`src/rtl/memory_cell_arbiter_if.sv`:
```
// Request/grant bundle between the four memory users and the cell arbiter.
// The master side is the user population; the slave side is the arbiter.
interface memory_cell_arbiter_if;
    logic [3:0] request;
    logic [3:0] cellSelect;
    logic [3:0] broadcast;
    logic [1:0] cell0ToUser;
    logic [1:0] cell1ToUser;
    logic       cell0Busy;
    logic       cell1Busy;
    logic [3:0] grant;

    modport master (
        output request, cellSelect, broadcast,
        input  cell0ToUser, cell1ToUser, cell0Busy, cell1Busy, grant
    );

    modport slave (
        input  request, cellSelect, broadcast,
        output cell0ToUser, cell1ToUser, cell0Busy, cell1Busy, grant
    );
endinterface

```
`src/rtl/memory_cell_arbiter.sv`:
```
// Allocates the two RAM cells of the 2x4 crossbar to the four users.
// Each cell is arbitrated round-robin. A broadcast user can take both cells
// at once. A hold limit stops one owner from starving a waiting requester.
module memory_cell_arbiter #(
    parameter int maxHold  = 8,
    parameter int holdBits = 4
) (
    input logic                 clk,
    input logic                 rst_n,
    memory_cell_arbiter_if.slave bus
);

    typedef enum logic {IDLE, OWNED} cellState_t;

    localparam logic [holdBits-1:0] holdLimit = holdBits'(maxHold);
    localparam logic                holdEnabled = (maxHold != 0);

    cellState_t          state0, state1;
    logic [1:0]          owner0, owner1;
    logic [1:0]          last0, last1;
    logic [holdBits-1:0] count0, count1;
    logic [3:0]          grantReg;

    cellState_t          state0Next, state1Next;
    logic [1:0]          owner0Next, owner1Next;
    logic [1:0]          last0Next, last1Next;
    logic [holdBits-1:0] count0Next, count1Next;
    logic [3:0]          grantNext;

    logic [3:0] elig0, elig1;
    logic       expire0, expire1;
    logic       keep0, keep1;
    logic [3:0] excl0, excl1;
    logic [3:0] bcCand, single0, single1;
    logic       anyBc;
    logic       grab0, grab1;
    logic [1:0] win0, win1;
    logic [2:0] pick0, pick1, pickBc;

    // Round-robin search: first set bit of cand starting at last+1, wrapping mod 4.
    // Result is {found, index}.
    function automatic logic [2:0] rrPick(input logic [3:0] cand, input logic [1:0] last);
        logic [2:0] result;
        logic [1:0] idx;
        result = 3'b000;
        for (int i = 1; i <= 4; i++) begin
            idx = last + 2'(i);
            if (!result[2] && cand[idx]) begin
                result = {1'b1, idx};
            end
        end
        return result;
    endfunction

    function automatic logic [3:0] oneHot(input logic [1:0] idx);
        return 4'b0001 << idx;
    endfunction

    // Eligibility, keep/expiry decisions and reservations for this edge.
    always_comb begin
        elig0 = bus.request & (bus.broadcast | ~bus.cellSelect);
        elig1 = bus.request & (bus.broadcast | bus.cellSelect);

        expire0 = holdEnabled && (state0 == OWNED) && (count0 == holdLimit)
                  && |(elig0 & ~oneHot(owner0));
        expire1 = holdEnabled && (state1 == OWNED) && (count1 == holdLimit)
                  && |(elig1 & ~oneHot(owner1));

        keep0 = (state0 == OWNED) && elig0[owner0] && !expire0;
        keep1 = (state1 == OWNED) && elig1[owner1] && !expire1;

        excl0 = expire0 ? oneHot(owner0) : 4'b0000;
        excl1 = expire1 ? oneHot(owner1) : 4'b0000;

        bcCand  = bus.request & bus.broadcast & ~excl0 & ~excl1;
        single0 = elig0 & ~bus.broadcast & ~excl0;
        single1 = elig1 & ~bus.broadcast & ~excl1;
        anyBc   = |bcCand;

        pickBc = rrPick(bcCand, last0);
        pick0  = rrPick(single0, last0);
        pick1  = rrPick(single1, last1);
    end

    // Decide which free cells are granted and to whom. Free cells are held back
    // for a waiting broadcaster; a broadcaster already owning one cell may
    // complete its pair when the other cell frees up.
    always_comb begin
        grab0 = 1'b0;
        grab1 = 1'b0;
        win0  = 2'd0;
        win1  = 2'd0;
        if (!keep0 && !keep1) begin
            if (anyBc) begin
                grab0 = 1'b1;
                grab1 = 1'b1;
                win0  = pickBc[1:0];
                win1  = pickBc[1:0];
            end else begin
                grab0 = pick0[2];
                win0  = pick0[1:0];
                grab1 = pick1[2];
                win1  = pick1[1:0];
            end
        end else if (!keep0) begin
            if (anyBc) begin
                grab0 = bcCand[owner1];
                win0  = owner1;
            end else begin
                grab0 = pick0[2];
                win0  = pick0[1:0];
            end
        end else if (!keep1) begin
            if (anyBc) begin
                grab1 = bcCand[owner0];
                win1  = owner0;
            end else begin
                grab1 = pick1[2];
                win1  = pick1[1:0];
            end
        end
    end

    // Next cell state plus the grant vector that will be visible after the edge.
    always_comb begin
        state0Next = state0;
        owner0Next = owner0;
        last0Next  = last0;
        count0Next = count0;
        if (keep0) begin
            if (count0 < holdLimit) count0Next = count0 + 1'b1;
        end else if (grab0) begin
            state0Next = OWNED;
            owner0Next = win0;
            last0Next  = win0;
            count0Next = '0;
        end else begin
            state0Next = IDLE;
            count0Next = '0;
        end

        state1Next = state1;
        owner1Next = owner1;
        last1Next  = last1;
        count1Next = count1;
        if (keep1) begin
            if (count1 < holdLimit) count1Next = count1 + 1'b1;
        end else if (grab1) begin
            state1Next = OWNED;
            owner1Next = win1;
            last1Next  = win1;
            count1Next = '0;
        end else begin
            state1Next = IDLE;
            count1Next = '0;
        end

        grantNext = 4'b0000;
        for (int u = 0; u < 4; u++) begin
            if (bus.request[u]) begin
                if (bus.broadcast[u]) begin
                    grantNext[u] = (state0Next == OWNED) && (owner0Next == 2'(u))
                                && (state1Next == OWNED) && (owner1Next == 2'(u));
                end else if (bus.cellSelect[u]) begin
                    grantNext[u] = (state1Next == OWNED) && (owner1Next == 2'(u));
                end else begin
                    grantNext[u] = (state0Next == OWNED) && (owner0Next == 2'(u));
                end
            end
        end
    end

    // Cell state registers; reset leaves both cells idle with user 0 first in line.
    always_ff @(posedge clk or negedge rst_n) begin
        if (!rst_n) begin
            state0   <= IDLE;
            state1   <= IDLE;
            owner0   <= 2'd0;
            owner1   <= 2'd1;
            last0    <= 2'd3;
            last1    <= 2'd3;
            count0   <= '0;
            count1   <= '0;
            grantReg <= 4'b0000;
        end else begin
            state0   <= state0Next;
            state1   <= state1Next;
            owner0   <= owner0Next;
            owner1   <= owner1Next;
            last0    <= last0Next;
            last1    <= last1Next;
            count0   <= count0Next;
            count1   <= count1Next;
            grantReg <= grantNext;
        end
    end

    assign bus.cell0ToUser = owner0;
    assign bus.cell1ToUser = owner1;
    assign bus.cell0Busy   = (state0 == OWNED);
    assign bus.cell1Busy   = (state1 == OWNED);
    assign bus.grant       = grantReg;

endmodule
```
`src/flat_wrapper.sv`:
```
// flat-port wrapper written by rule: the top's interface ports become plain ports
module memory_cell_arbiter_flat 
#(
    parameter int maxHold  = 8,
    parameter int holdBits = 4
)
  (clk, rst_n, bus_request, bus_cellSelect, bus_broadcast, bus_cell0ToUser, bus_cell1ToUser, bus_cell0Busy, bus_cell1Busy, bus_grant);
  memory_cell_arbiter_if bus_i ();
  input logic clk;
  input logic rst_n;
  input wire logic [$bits(bus_i.request)-1:0] bus_request;
  input wire logic [$bits(bus_i.cellSelect)-1:0] bus_cellSelect;
  input wire logic [$bits(bus_i.broadcast)-1:0] bus_broadcast;
  output wire logic [$bits(bus_i.cell0ToUser)-1:0] bus_cell0ToUser;
  output wire logic [$bits(bus_i.cell1ToUser)-1:0] bus_cell1ToUser;
  output wire logic [$bits(bus_i.cell0Busy)-1:0] bus_cell0Busy;
  output wire logic [$bits(bus_i.cell1Busy)-1:0] bus_cell1Busy;
  output wire logic [$bits(bus_i.grant)-1:0] bus_grant;
  assign bus_i.request = bus_request;
  assign bus_i.cellSelect = bus_cellSelect;
  assign bus_i.broadcast = bus_broadcast;
  assign bus_cell0ToUser = bus_i.cell0ToUser;
  assign bus_cell1ToUser = bus_i.cell1ToUser;
  assign bus_cell0Busy = bus_i.cell0Busy;
  assign bus_cell1Busy = bus_i.cell1Busy;
  assign bus_grant = bus_i.grant;
  memory_cell_arbiter #(.maxHold(maxHold), .holdBits(holdBits)) u_core (.clk(clk), .rst_n(rst_n), .bus(bus_i));
endmodule
```
`config.mk`:
```
export PLATFORM = sky130hd
export DESIGN_NAME = memory_cell_arbiter_flat
export DESIGN_NICKNAME = d
export VERILOG_FILES = /design/src/rtl/memory_cell_arbiter_if.sv /design/src/rtl/memory_cell_arbiter.sv /design/src/flat_wrapper.sv
export SDC_FILE = /design/constraint.sdc
export NUM_CORES = 1
export LEC_CHECK = 0
export ABC_AREA = 1
export CORE_MARGIN = 4
export CORE_UTILIZATION = 35
export CTS_CLUSTER_DIAMETER = 150
export DETAILED_ROUTE_END_ITERATION = 10
export GPL_TIMING_DRIVEN = 0
export PLACE_DENSITY_LB_ADDON = 0.2
export SYNTH_ARGS = -nofsm -noshare
export SYNTH_HDL_FRONTEND = slang
export SYNTH_SLANG_ARGS = --single-unit
```
`constraint.sdc`:
```
create_clock -name clk -period 3.6 [get_ports clk]
set_clock_uncertainty 0.2 [all_clocks]
set_input_delay 0.72 -clock clk [delete_from_list [all_inputs] [get_ports clk]]
set_output_delay 0.72 -clock clk [all_outputs]
set_load 0.01 [all_outputs]
```
==> metrics.txt <==
outcome=completed; Net Switching=1.42 mW; Area Growth Syn to Fin=26.9%; commonest non-fill, non-tap cell in the layout=nand2_1; Hold EP=u_core.count1[1]; routed via count=2647; Die Ht=91.3 µm; Clk Latency, worst-skew pair=0.28 ns; met3 usage=0.0224; total die area=about 8300 µm²; Worst-path clk slew=roughly 0.090 ns; most frequent cells in the layout=nand2_1, nand3_1, inv_1, nor2_1, a21oi_1; layout cells sized above 1=0.234; yosys synthesis warning count=0; Final min period=3.44 ns; Die X=91.3 µm; crit path max fanout=8; P_int=1.05 mW; drt via density=5.14; # Max-Cap Violations=0; row count=30; Post-Place Cells=502; worst reg2reg path endpoint=u_core.bus.grant[3]; starting density of the core=0.359; register area share after synthesis=0.229; final std cells w/o fill=515; R2R cell count=20; Clock power frac=0.072; core area=slightly below 7000 µm²; Post-Route WL=7.44 mm; CP arrival=3.45 ns; worst reg2reg path startpoint=u_core.count0[0]; GRT Overall Usage=0.177; routing usage on met1=0.247; clock sink total=22; Hold Vio Cnt, Final=0; Pwr per Cell Area=801 nW/µm²; hold_sp=u_core.count1[3]; grt met2 use=0.300; R2R Setup Slk=0.55 ns; Antenna diodes=0; Comb pwr share=0.753; Rel. slew slack=0.290; Worst setup SP type=input port; layer with the highest usage=met2; Place WS=-0.168 ns; CTS tree=built; Crit. End Element=flip-flop; WHS Path Cells=2; Async SR Flop Fraction=1.00; clk buf depth=2; total CTS buffers=3; measured slew at the worst slew-check pin=1.06 ns; setup ws final=approximately 0.16 ns; synthesized cell area=between 2000 and 2500 µm²; routability cong.=0.868; largest net degree at the start of global routing=23; initial antenna violation count=0; I/O Buffers=23; placed wire-length estimate=5.83 mm; Worst Path Class, Setup=input port to flip-flop; Post-route DRC=0; sequential power share=0.175; Setup violations, final=0; grt total ovfl=0; Leak Pwr=1.55 nW; NumNets Final=454; HP Class=flip-flop to flip-flop; Final ANT Viol Nets=0; number of global-route vias before repair=2541; DRT iter0 DRCs=about 250; switching share of power=0.575; syn_area_per_cell=6.08 µm²; fraction of the cycle the final worst path needs=0.955; Post-Syn Nets=about 420; worst path required time=roughly 3.6 ns; Gate Count Post-Synth=399; drt first pass iters=4; Seq cells post-synth=22; VDD IR max=0.418 mV; synth unique cells=34; Top-Level Pins=24; Root Buffer=clkbuf_8; Hold WS=0.351 ns; max-slew violations=0; global-route wire length before repair=between 10 and 15 mm; top_reg_cell synth=dfrtp_1; drt wl/cell=approximately 14 µm; Post-synth EDFFs=0; max frequency=between 200 and 300 MHz; CP startpoint=bus_cellSelect[0]; H-tree Lvls=1
-- power groups by stage --
stage / registers (mW) / clock network (mW) / logic, mW
2_1_floorplan: 0.433 / 0 / 1.26
3_3_place_gp: 0.437 / 0 / 1.69
3_5_place_dp: 0.437 / 0 / 1.70
4_1_cts: 0.433 / 0.181 / 1.71
5_1_grt: 0.448 / 0.189 / 2.07
6_report: 0.433 / 0.176 / 1.86
-- worst max-delay path: stages --
cell	delay [ns]
clkdlybuf4s50_1	0.50
nor2_1	0.08
nor2_2	0.21
nand2_1	0.08
nand2_1	0.11
inv_2	0.05
nand2_4	0.11
nand3_4	0.12
nand3_4	0.14
nand4_4	0.17
buf_4	0.20
nor3_4	0.24
nor2_4	0.09
nor2_1	0.13
inv_1	0.06
nand2_2	0.10
nand3_1	0.10
nand2_1	0.08
nand2_1	0.06
nor2_1	0.09
-- worst max-delay path by stage --
stage / slack, ns / depth (start not counted) / to
finish: 0.16 / 20 / u_core.bus.grant[2]
global route: -0.02 / 16 / u_core.bus.grant[3]
CTS: 0.11 / 21 / u_core.bus.grant[1]
detailed placement: -0.17 / 21 / u_core.bus.grant[1]
global placement: -0.15 / 22 / u_core.bus.grant[1]
floorplan: 0.91 / 19 / u_core.bus.grant[2]
-- layer usage --
layer | vias to the layer above | wire length [µm]
li1 | 1383 | -
met1 | 1209 | 3550
met2 | 47 | 3510
met3 | 8 | 263
met4 | 0 | 111
met5 | - | 0
-- synthesized netlist by cell type (4+ instances only) --
library cell | instances | area (µm²)
a21oi_1 | 18 | 90.1
dfrtp_1 | 17 | 425
dfstp_2 | 5 | 131
ha_1 | 4 | 50.1
inv_1 | 39 | 146
inv_2 | 15 | 56.3
nand2_1 | 127 | 477
nand2_2 | 6 | 37.5
nand3_1 | 57 | 285
nand3_2 | 13 | 130
nand4_1 | 13 | 81.3
nor2_1 | 41 | 154
nor2_2 | 4 | 25.0
nor3_1 | 7 | 35.0
o21ai_0 | 5 | 25.0
-- flip-flops by register name (all words and copies together), names as in the netlist --
name and flops:
u_core.bus.grant 4, u_core.last0 2, u_core.bus.cell0ToUser 2, u_core.bus.cell0Busy 1, u_core.bus.cell1Busy 1, u_core.count0 4, u_core.count1 4, u_core.last1 2
u_core.bus.cell1ToUser 2
-- timing repair --
| action | in CTS | in global routing |
|---|---|---|
| buffers inserted | 0 | 9 |
| setup endpoints to repair | 0 | 4 |
| hold buffers | 0 | 0 |
| gates resized for setup | 0 | 46 |
-- area by class of cell --
class	instances	area, µm²
Buffer	4	18.8
Multi-Input combinational cell	318	1840
Inverter	55	211
Tap cell	80	100
Fill cell	705	3680
Sequential cell	22	557
Timing Repair Buffer	32	313
Clock buffer	4	45.0
-- cells by family after synthesis --
| family | synth area share |
|---|---|
| AO/OA/AOI/OAI | 0.0830 |
| adder cells (fa/ha/maj) | 0.0206 |
| AND/OR/NAND/NOR | 0.563 |
| XOR/XNOR | 0.0103 |
| buffers and inverters | 0.0938 |
| flip-flops | 0.229 |
-- through the flow --
step,instance area (µm²),setup TNS [ns],power [mW],util
final,3080,0,2.47,0.456
after global routing,3080,-0.0296,2.71,0.456
after CTS,2800,0,2.32,0.415
after detailed placement,2760,-0.621,2.14,0.408
after global placement,2760,-0.467,2.12,0.408
after floorplan,2430,0,1.69,-
No activity file was read; power rests on OpenSTA's default activity.
